`config.mk`:
```
export PLATFORM = sky130hd
export DESIGN_NAME = sata_dev_oob_responder_flat
export DESIGN_NICKNAME = d
export VERILOG_FILES = /design/src/rtl/sata_dev_oob_responder_if.sv /design/src/rtl/sata_dev_oob_responder.sv /design/src/flat_wrapper.sv
export SDC_FILE = /design/constraint.sdc
export NUM_CORES = 1
export LEC_CHECK = 0
export BUFFER_PORTS_ARGS = -buffer_cell sky130_fd_sc_hd__clkbuf_2
export CORE_ASPECT_RATIO = 2
export CORE_MARGIN = 2
export CORE_UTILIZATION = 49
export CTS_CLUSTER_DIAMETER = 100
export DETAILED_ROUTE_END_ITERATION = 10
export GPL_ROUTABILITY_DRIVEN = 0
export GPL_TIMING_DRIVEN = 0
export PLACE_DENSITY = 0.8
export SYNTH_ARGS = -nofsm -noshare
export SYNTH_HDL_FRONTEND = slang
export SYNTH_SLANG_ARGS = --single-unit
```
`constraint.sdc`:
```
create_clock -name clk -period 2.3 [get_ports clk]
set_input_delay 0.46 -clock clk [delete_from_list [all_inputs] [get_ports clk]]
set_output_delay 0.46 -clock clk [all_outputs]
set_load 0.01 [all_outputs]
```
`src/rtl/sata_dev_oob_responder_if.sv`:
```
// Line-side bundle between the host PHY model and the device OOB responder.
// slave: the responder (consumes detects/rx, drives tx/status); master: the PHY/host side.
interface sata_dev_oob_responder_if;
  logic        comm_reset_detect;
  logic        comm_wake_detect;
  logic [31:0] rx_din;
  logic [3:0]  rx_isk;
  logic        rx_is_elec_idle;
  logic        rx_byte_is_aligned;
  logic        tx_comm_reset;
  logic        tx_comm_wake;
  logic [31:0] tx_dout;
  logic [3:0]  tx_isk;
  logic        tx_elec_idle;
  logic        hd_ready;
  logic [3:0]  oob_state;

  modport slave (
    input  comm_reset_detect, comm_wake_detect, rx_din, rx_isk,
           rx_is_elec_idle, rx_byte_is_aligned,
    output tx_comm_reset, tx_comm_wake, tx_dout, tx_isk, tx_elec_idle,
           hd_ready, oob_state
  );

  modport master (
    output comm_reset_detect, comm_wake_detect, rx_din, rx_isk,
           rx_is_elec_idle, rx_byte_is_aligned,
    input  tx_comm_reset, tx_comm_wake, tx_dout, tx_isk, tx_elec_idle,
           hd_ready, oob_state
  );
endinterface

```
`src/rtl/sata_dev_oob_responder.sv`:
```
// Device OOB responder: COMRESET->COMINIT, COMWAKE->COMWAKE, D10.2 until host ALIGN, ALIGN until SYNC lock.
// Latency: all outputs registered, one cycle after the causing input; no backpressure, rx sampled every cycle.
// Option SATA_DEV_OOB_RETRY_EN: on ALIGN timeout re-send COMINIT up to MAX_RETRY times before idling.
module sata_dev_oob_responder #(
  parameter int COMM_PULSE_LEN = 16,
  parameter int ALIGN_TIMEOUT  = 1024,
  parameter int SYNC_DETECT    = 3
`ifdef SATA_DEV_OOB_RETRY_EN
  ,
  parameter int MAX_RETRY      = 3
`endif
) (
  input  logic                    clk,
  input  logic                    rst_n,
  sata_dev_oob_responder_if.slave io
);

  typedef enum logic [3:0] {
    IDLE          = 4'd0,
    WAIT_RST_END  = 4'd1,
    SEND_COMINIT  = 4'd2,
    WAIT_COMWAKE  = 4'd3,
    WAIT_WAKE_END = 4'd4,
    SEND_COMWAKE  = 4'd5,
    SEND_D10      = 4'd6,
    SEND_ALIGN    = 4'd7,
    READY         = 4'd8
  } state_t;

  localparam logic [31:0] PRIM_ALIGN = 32'h7B4A4ABC;
  localparam logic [31:0] PRIM_SYNC  = 32'hB5B5957C;
  localparam logic [31:0] PRIM_D10   = 32'h4A4A4A4A;
  localparam logic [3:0]  ISK_K0     = 4'b0001;

  localparam int TW = $clog2(ALIGN_TIMEOUT + 1);
  localparam int SW = $clog2(SYNC_DETECT + 1);
  localparam logic [TW-1:0] PULSE_LAST   = TW'(COMM_PULSE_LEN - 1);
  localparam logic [TW-1:0] TIMEOUT_LAST = TW'(ALIGN_TIMEOUT - 1);
  localparam logic [SW-1:0] SYNC_LAST    = SW'(SYNC_DETECT - 1);

  state_t        state;
  logic [TW-1:0] timer;
  logic [TW-1:0] timer_inc;
  logic [SW-1:0] sync_cnt;
  logic          align_match;
  logic          sync_match;

`ifdef SATA_DEV_OOB_RETRY_EN
  localparam int RW = $clog2(MAX_RETRY + 1);
  localparam logic [RW-1:0] RETRY_MAX = RW'(MAX_RETRY);
  logic [RW-1:0] retry;
`endif

  assign align_match = io.rx_byte_is_aligned && (io.rx_din == PRIM_ALIGN) && (io.rx_isk == ISK_K0);
  assign sync_match  = io.rx_byte_is_aligned && (io.rx_din == PRIM_SYNC)  && (io.rx_isk == ISK_K0);
  // Saturate rather than wrap so a stuck timer can never re-arm a compare.
  assign timer_inc   = (timer == '1) ? timer : timer + 1'b1;
  assign io.oob_state = state;

  always_ff @(posedge clk or negedge rst_n) begin
    if (!rst_n) begin
      state            <= IDLE;
      timer            <= '0;
      sync_cnt         <= '0;
      io.tx_comm_reset <= 1'b0;
      io.tx_comm_wake  <= 1'b0;
      io.tx_dout       <= '0;
      io.tx_isk        <= '0;
      io.tx_elec_idle  <= 1'b1;
      io.hd_ready      <= 1'b0;
`ifdef SATA_DEV_OOB_RETRY_EN
      retry            <= '0;
`endif
    end else if (io.comm_reset_detect) begin
      // COMRESET outranks everything, including a same-cycle wake or primitive match.
      state            <= WAIT_RST_END;
      timer            <= '0;
      sync_cnt         <= '0;
      io.tx_comm_reset <= 1'b0;
      io.tx_comm_wake  <= 1'b0;
      io.tx_dout       <= '0;
      io.tx_isk        <= '0;
      io.tx_elec_idle  <= 1'b1;
      io.hd_ready      <= 1'b0;
`ifdef SATA_DEV_OOB_RETRY_EN
      retry            <= '0;
`endif
    end else begin
      case (state)
        IDLE: state <= IDLE;
        WAIT_RST_END: begin
          state            <= SEND_COMINIT;
          timer            <= '0;
          io.tx_comm_reset <= 1'b1;
        end
        SEND_COMINIT: begin
          if (timer == PULSE_LAST) begin
            state            <= WAIT_COMWAKE;
            timer            <= '0;
            io.tx_comm_reset <= 1'b0;
          end else begin
            timer <= timer_inc;
          end
        end
        WAIT_COMWAKE: begin
          if (io.comm_wake_detect) state <= WAIT_WAKE_END;
        end
        WAIT_WAKE_END: begin
          if (!io.comm_wake_detect) begin
            state           <= SEND_COMWAKE;
            timer           <= '0;
            io.tx_comm_wake <= 1'b1;
          end
        end
        SEND_COMWAKE: begin
          if (timer == PULSE_LAST) begin
            state           <= SEND_D10;
            timer           <= '0;
            io.tx_comm_wake <= 1'b0;
            io.tx_elec_idle <= 1'b0;
            io.tx_dout      <= PRIM_D10;
            io.tx_isk       <= 4'b0000;
          end else begin
            timer <= timer_inc;
          end
        end
        SEND_D10: begin
          if (align_match) begin
            state      <= SEND_ALIGN;
            sync_cnt   <= '0;
            io.tx_dout <= PRIM_ALIGN;
            io.tx_isk  <= ISK_K0;
          end else if (timer == TIMEOUT_LAST) begin
            timer           <= '0;
            io.tx_elec_idle <= 1'b1;
            io.tx_dout      <= '0;
            io.tx_isk       <= '0;
`ifdef SATA_DEV_OOB_RETRY_EN
            if (retry < RETRY_MAX) begin
              retry            <= retry + 1'b1;
              state            <= SEND_COMINIT;
              io.tx_comm_reset <= 1'b1;
            end else begin
              state <= IDLE;
            end
`else
            state <= IDLE;
`endif
          end else begin
            timer <= timer_inc;
          end
        end
        SEND_ALIGN: begin
          if (io.rx_is_elec_idle || !sync_match) begin
            sync_cnt <= '0;
          end else if (sync_cnt == SYNC_LAST) begin
            state       <= READY;
            sync_cnt    <= '0;
            io.hd_ready <= 1'b1;
            io.tx_dout  <= PRIM_SYNC;
            io.tx_isk   <= ISK_K0;
`ifdef SATA_DEV_OOB_RETRY_EN
            retry       <= '0;
`endif
          end else begin
            sync_cnt <= sync_cnt + 1'b1;
          end
        end
        READY: begin
          io.hd_ready <= 1'b1;
          io.tx_dout  <= PRIM_SYNC;
          io.tx_isk   <= ISK_K0;
        end
        default: begin
          state           <= IDLE;
          timer           <= '0;
          sync_cnt        <= '0;
          io.tx_elec_idle <= 1'b1;
          io.tx_dout      <= '0;
          io.tx_isk       <= '0;
          io.hd_ready     <= 1'b0;
        end
      endcase
    end
  end

endmodule
```
`src/flat_wrapper.sv`:
```
// flat-port wrapper written by rule: the top's interface ports become plain ports
module sata_dev_oob_responder_flat 
#(
  parameter int COMM_PULSE_LEN = 16,
  parameter int ALIGN_TIMEOUT  = 1024,
  parameter int SYNC_DETECT    = 3

)
  (clk, rst_n, io_comm_reset_detect, io_comm_wake_detect, io_rx_din, io_rx_isk, io_rx_is_elec_idle, io_rx_byte_is_aligned, io_tx_comm_reset, io_tx_comm_wake, io_tx_dout, io_tx_isk, io_tx_elec_idle, io_hd_ready, io_oob_state);
  sata_dev_oob_responder_if io_i ();
  input  logic clk;
  input  logic rst_n;
  input wire logic [$bits(io_i.comm_reset_detect)-1:0] io_comm_reset_detect;
  input wire logic [$bits(io_i.comm_wake_detect)-1:0] io_comm_wake_detect;
  input wire logic [$bits(io_i.rx_din)-1:0] io_rx_din;
  input wire logic [$bits(io_i.rx_isk)-1:0] io_rx_isk;
  input wire logic [$bits(io_i.rx_is_elec_idle)-1:0] io_rx_is_elec_idle;
  input wire logic [$bits(io_i.rx_byte_is_aligned)-1:0] io_rx_byte_is_aligned;
  output wire logic [$bits(io_i.tx_comm_reset)-1:0] io_tx_comm_reset;
  output wire logic [$bits(io_i.tx_comm_wake)-1:0] io_tx_comm_wake;
  output wire logic [$bits(io_i.tx_dout)-1:0] io_tx_dout;
  output wire logic [$bits(io_i.tx_isk)-1:0] io_tx_isk;
  output wire logic [$bits(io_i.tx_elec_idle)-1:0] io_tx_elec_idle;
  output wire logic [$bits(io_i.hd_ready)-1:0] io_hd_ready;
  output wire logic [$bits(io_i.oob_state)-1:0] io_oob_state;
  assign io_i.comm_reset_detect = io_comm_reset_detect;
  assign io_i.comm_wake_detect = io_comm_wake_detect;
  assign io_i.rx_din = io_rx_din;
  assign io_i.rx_isk = io_rx_isk;
  assign io_i.rx_is_elec_idle = io_rx_is_elec_idle;
  assign io_i.rx_byte_is_aligned = io_rx_byte_is_aligned;
  assign io_tx_comm_reset = io_i.tx_comm_reset;
  assign io_tx_comm_wake = io_i.tx_comm_wake;
  assign io_tx_dout = io_i.tx_dout;
  assign io_tx_isk = io_i.tx_isk;
  assign io_tx_elec_idle = io_i.tx_elec_idle;
  assign io_hd_ready = io_i.hd_ready;
  assign io_oob_state = io_i.oob_state;
  sata_dev_oob_responder #(.COMM_PULSE_LEN(COMM_PULSE_LEN), .ALIGN_TIMEOUT(ALIGN_TIMEOUT), .SYNC_DETECT(SYNC_DETECT)) u_core (.clk(clk), .rst_n(rst_n), .io(io_i));
endmodule
```
* After elaboration in Yosys (flattened, before gate mapping)
Cells that the tools add are included.
** Word-level totals
- Output and inout port bits :: 44
- Bits in registers :: 57
- Bits of input ports :: 42
- Logic and storage cells :: 114
** Operators by class
- Equality and inequality tests :: 31
- Add/sub/neg operators :: 2
- Reductions and logical operators :: 23
- Mux-type cells :: 49
** Operator list (count)
- $mux W32 :: 6
- $pmux W32 S5 :: 1
- $mux W11 :: 6
- $mux W4 :: 14
- $pmux W11 S4 :: 1
- $eq A32 B31 Y1 const B :: 1
- $eq A32 B32 Y1 const B :: 1
- $pmux W4 S8 :: 1
- $reduce_or A7 Y1 :: 3
- $pmux W4 S5 :: 1
- $eq A4 B3 Y1 const B :: 4
- $ne A3 B2 Y1 const B :: 5
- $ne A3 B3 Y1 const B :: 4
- $add A11 B1 Y11 const B :: 1
- $eq A11 B10 Y1 const B :: 1
- $eq A11 B11 Y1 const B :: 1
- $eq A11 B4 Y1 const B :: 1
- $mux W1 :: 10
- $ne A2 B1 Y1 const B :: 5
- $reduce_and A3 Y1 :: 3
- $eq A4 B1 Y1 const B :: 2
- $eq A4 B2 Y1 const B :: 2
- $mux W2 :: 4
- $reduce_and A8 Y1 :: 1
- other kinds (19) :: 26

* Depth between registers and ports, before layout
- Depth after elaboration :: 8
- Depth in mapped cells :: 9
- Mapped depth without buffers :: 7

* Worst setup path before layout
OpenSTA, ideal clock, no wires.
- Kind :: reg-to-reg
- Start :: register u_core.timer[0]
- End :: register u_core.timer[0]
- Path buffers :: 2
- Period minus slack after synthesis :: 1963 ps
- Library setup time :: 125 ps
- Cell stages (with the launch flop) :: 9
- Required time :: 2175 ps
- Arrival :: 1838 ps
- Path slack :: 337 ps
- Path through :: dfrtp_1 > ha_1 > and3_1 > clkbuf_2 > and4_1 > nand2_1 > clkbuf_1 > o21ai_0 > mux2_2
** On the way
- Longest elaborated chain between the ends :: 6
- Elaborated cells on any way between the ends :: 10
- Classes of those cells :: 1 x add/sub; 3 x eq/ne; 6 x mux
** RTL lines
- from (decl) :: RTL line sata_dev_oob_responder.sv:42 : logic [TW-1:0] timer;
- from (signal assigned) :: RTL line sata_dev_oob_responder.sv:102 : timer <= timer_inc;
- from (signal assigned) :: RTL line sata_dev_oob_responder.sv:124 : timer <= timer_inc;
- from (signal assigned) :: RTL line sata_dev_oob_responder.sv:150 : timer <= timer_inc;
- $add A11 B1 Y11 or $eq A11 B11 Y1 (tied branches) :: RTL line sata_dev_oob_responder.sv:57 : assign timer_inc = (timer == '1) ? timer : timer + 1'b1;
- $mux W11 :: RTL line sata_dev_oob_responder.sv:57
- $mux W11 :: RTL line sata_dev_oob_responder.sv:133 : end else if (timer == TIMEOUT_LAST) begin
- $mux W11 :: RTL line sata_dev_oob_responder.sv:128 : if (align_match) begin
- $pmux W11 S4 (*) :: RTL line sata_dev_oob_responder.sv:89 : case (state)
- $mux W11 (*) :: RTL line sata_dev_oob_responder.sv:74 : end else if (io.comm_reset_detect) begin
Every way passes the cells marked *; elsewhere a longest branch is shown, timed or not. The select of a mux whose other input is x is not followed.
A chain may end at the register's enable or synchronous reset.

* Worst setup path after layout
Ends and elaborated chain as after synthesis.

==> flow_results.org <==
** Worst setup path
- Highest fanout seen on the critical path :: 10
- The setup path with the least slack is of type reg -> reg.
- Arrival time of the worst setup path :: 2.32 ns
- Counting stages on the worst path, the most repeated cell is clkbuf_2.
- Stage delay of the slowest cell on the critical path :: about 0.40 ns
- Origin of the critical flop-to-flop path :: u_core.timer[0]
- Critical path required time :: roughly 2.5 ns
- The slowest stage of the critical path belongs to the cell dfrtp_1.
- Critical path origin :: u_core.timer[0]
- The critical path goes through ha_1 -> and3_1 -> clkbuf_2 -> and4_1 -> nand2_1 -> clkbuf_2 -> o21ai_0 -> mux2_2.
- STA classifies the critical path endpoint as a register.
- Launching element type of the critical path :: register
- Cell count of the worst reg-to-reg path :: 8

** Floorplanning
- The core region is 0.004339 mm².
- Top-Level Pins :: 86
- Total number of placement rows :: 34
- The floorplan step set the die width to approximately 52 µm.
- Starting Density :: around half
- Die Area :: ~0.0051 mm²
- Die Ht :: around 99 µm

** Yosys
- Number of instances in the synthesized netlist :: 241
- YS warnings :: 0
- Cell variety after synth :: 66
- Cell taking the most area after synthesis :: dfrtp_1
- The average instance in the mapped netlist occupies approximately 9.2 µm².
- The most common cell in the synthesized netlist is buf_4.
- Counting flops with an async set or reset pin after synthesis yields a share of 100.0%.
- Share of the synthesized area in the top cell type :: a little under a third
- The synthesized design contains 29 register bits.
- Proportion of synthesized chip area in sequential cells :: 32.64%
- Synth top area cells :: dfrtp_1 (31%), buf_4 (9.8%), a21oi_1 (3.6%), a21o_1 (3.0%), nand2_1 (2.9%)
- Top FF cell, synth :: dfrtp_1
- The commonest cells after synthesis are buf_4 (29), dfrtp_1 (28), nand2_1 (17).
- Summing every instance area after synthesis gives ~0.0022 mm².
- Counting flops with a built-in enable in the synthesized netlist gives 0.

** Clock network
- Buffer depth of the longest clock path :: 2
- TritonCTS created 5 clock buffers.
- CTS H-tree depth :: 2
- Num Clock Sinks :: 29
- Buffers inserted to repair hold after CTS numbered 0.
- Clock tree from TritonCTS :: done
- Clock transition at the registers of the reported paths :: 0.06 ns
- The later pin in the worst-skew pair is clocked with a latency of slightly below 0.3 ns.
- Root buffer cell :: clkbuf_8

** Finish
- The area growth from synthesis to layout is 26.63%.
- Once layout is complete, the utilization of the core stands at about 65%.
- The net count of the finished layout is approximately 380.
- Summing all flip-flop and latch instances after layout gives 726.9 µm².
- Summing all multi-input logic gate instances after layout gives 0.001250 mm².
- Fill cell total of the finished layout :: 419
- Share of post-route cells with drive strength above 1 :: a little under half
- Number of diodes added for antenna fixing :: 0

** STA
- At the pin with the least slew margin, the transition time is between 0.7 and 0.8 ns.
- Setup violations remaining at the end of the flow were counted as 0.
- The worst path in the final design needs a cycle of 2.149 ns, including I/O delays and setup.
- In this run the tightest slew margin relative to its limit is between 50 and 60%.
- The number of failing hold endpoints at the final stage came to 0.
- For this run, the top clock speed supported by timing is about 470 MHz.
- The max-slew violation total from the final report was 0.
- Post-route fraction of the period consumed by the critical path :: a little over 90%
- Clock Skew :: around 0.0074 ns

** GRT
- Summed over all layers, the global routing overflow is 0.
- The initial antenna violation count is 0.
- Entering global routing, the biggest net connects 30 pins.
- Global-route usage over all layers :: roughly a quarter
- The number of global-route vias before repair is 2199.
- First-pass GRT wire length :: 9556 µm

** Detailed routing
- First-iteration detailed-routing DRC count :: between 50 and 60
- Average wire per cell in the routed design :: ~15 µm
- For this run, design rule violations remaining after detail routing come to 0.
- Dividing the detail-routed via count by the number of cells gives between 5 and 6.
- Final wirelength :: between 5000 and 6000 µm
- Vias :: approximately 2200
- Length of the first detailed-routing pass in iterations :: 4
- Antenna viol nets, final :: 0

** Place
- Port buffer count :: 80
- Final HPWL DP :: between 4000 and 5000 µm

** Min path
- Classification of the worst-slack hold path :: in -> async

** Power and ir drop
- Power density over cell area :: ~660 mW/mm²
- The completed layout was analyzed and its total power is 1.862 mW.
- For this design the static power due to leakage is around 1.5 nW.
- Worst vdd ir :: about 0.47 mV

** Run status
- The run finished with clean final reports.

** Run
- Max-cap viol count :: 0
report_power, final:
part / internal, mW / total, mW / switching, mW
clock network: 0.209 / 0.401 / 0.192
registers: 0.571 / 0.645 / 0.0740
logic: 0.359 / 0.816 / 0.457
total: 1.14 / 1.86 / 0.723
sequential cells by signal, indices dropped and copies added, names as in the netlist:
name and flops:
u_core.io.tx_comm_wake 1, u_core.io.oob_state 4, u_core.io.tx_elec_idle 1, u_core.io.tx_dout 7, u_core.io.hd_ready 1, u_core.timer 11
u_core.sync_cnt 2, u_core.io.tx_comm_reset 1, u_core.io.tx_isk 1
timing repair:
action,in CTS,in global routing
buffers inserted,0,2
gates resized for setup,1,2
setup endpoints to repair,1,11
pin swaps,0,1
endpoints found under the hold margin,0,0
metrics by stage:
stage / cell area, µm² / TNS [ns] / hold slack (ns) / setup slack, ns / instances
finish: 2820 / 0 / 0.2183 / 0.1506 / 389
global route: 2820 / -0.006048 / 0.2836 / -0.006048 / 389
CTS: 2794 / 0 / 0.2305 / 0.02343 / 387
detailed placement: 2710 / -0.02466 / 0.4631 / -0.02466 / 379
global placement: 2710 / 0 / 0.4533 / 0.03787 / 379
floorplan: 2242 / 0 / 0.1644 / 0.3368 / 245
cell type report:
| class | count | share of cell area [%] |
|---|---|---|
| buffer | 37 | 9.317 |
| clock buffer | 6 | 2.573 |
| clock inverter | 2 | 0.3549 |
| inverter | 4 | 0.5324 |
| multi-input combinational | 175 | 44.32 |
| sequential | 29 | 25.78 |
| tap | 54 | 2.396 |
| timing repair buffer | 82 | 14.73 |
cell usage in the layout, fill, tap and decap left out, drive strengths merged, types with 6 or more instances in the layout:
master  synthesis  routed
clkbuf          3      89
buf            34      36
dfrtp          28      28
nand2          17      17
a21oi          17      17
nor2           14      14
o21ai          12      12
a21o            9       9
nand3           7       7
nor3            7       7
a31oi           6       6
nor4            6       6
final timing paths:
kind	end	slack, ns
max	u_core.timer[0]	0.15
min	u_core.io.oob_state[0]	0.22
max reg2reg	u_core.timer[0]	0.15
min reg2reg	u_core.io.tx_dout[7]	0.47
max in group asynchronous	u_core.io.tx_dout[7]	1.62
min in group clk	u_core.io.tx_dout[7]	0.47
layer usage:
layer	part of all wire [%]	GRT usage (%)
met1	34	22.46
met2	59	46.94
met3	3.6	4.054
met4	3.2	11.34
met5	0	0
kinds of logic after synthesis:
family | share of synthesized area [%]
simple gates | 30.00
buf+inv | 12.42
other cells | 0.1684
compound gates | 23.71
mux | 0.5056
flops | 32.64
fa+ha+maj | 0.5617
worst max-delay path: cells and delay by family, from the launching register on:
family / cells / cell delay, ns
AOI/OAI and AO/OA: 1 / 0.14
and+or+nand+nor: 3 / 0.56
muxes: 1 / 0.30
adders and majority gates: 1 / 0.23
DFF: 1 / 0.40
buffers and inverters: 2 / 0.41
No activity file was read; power rests on OpenSTA's default activity.
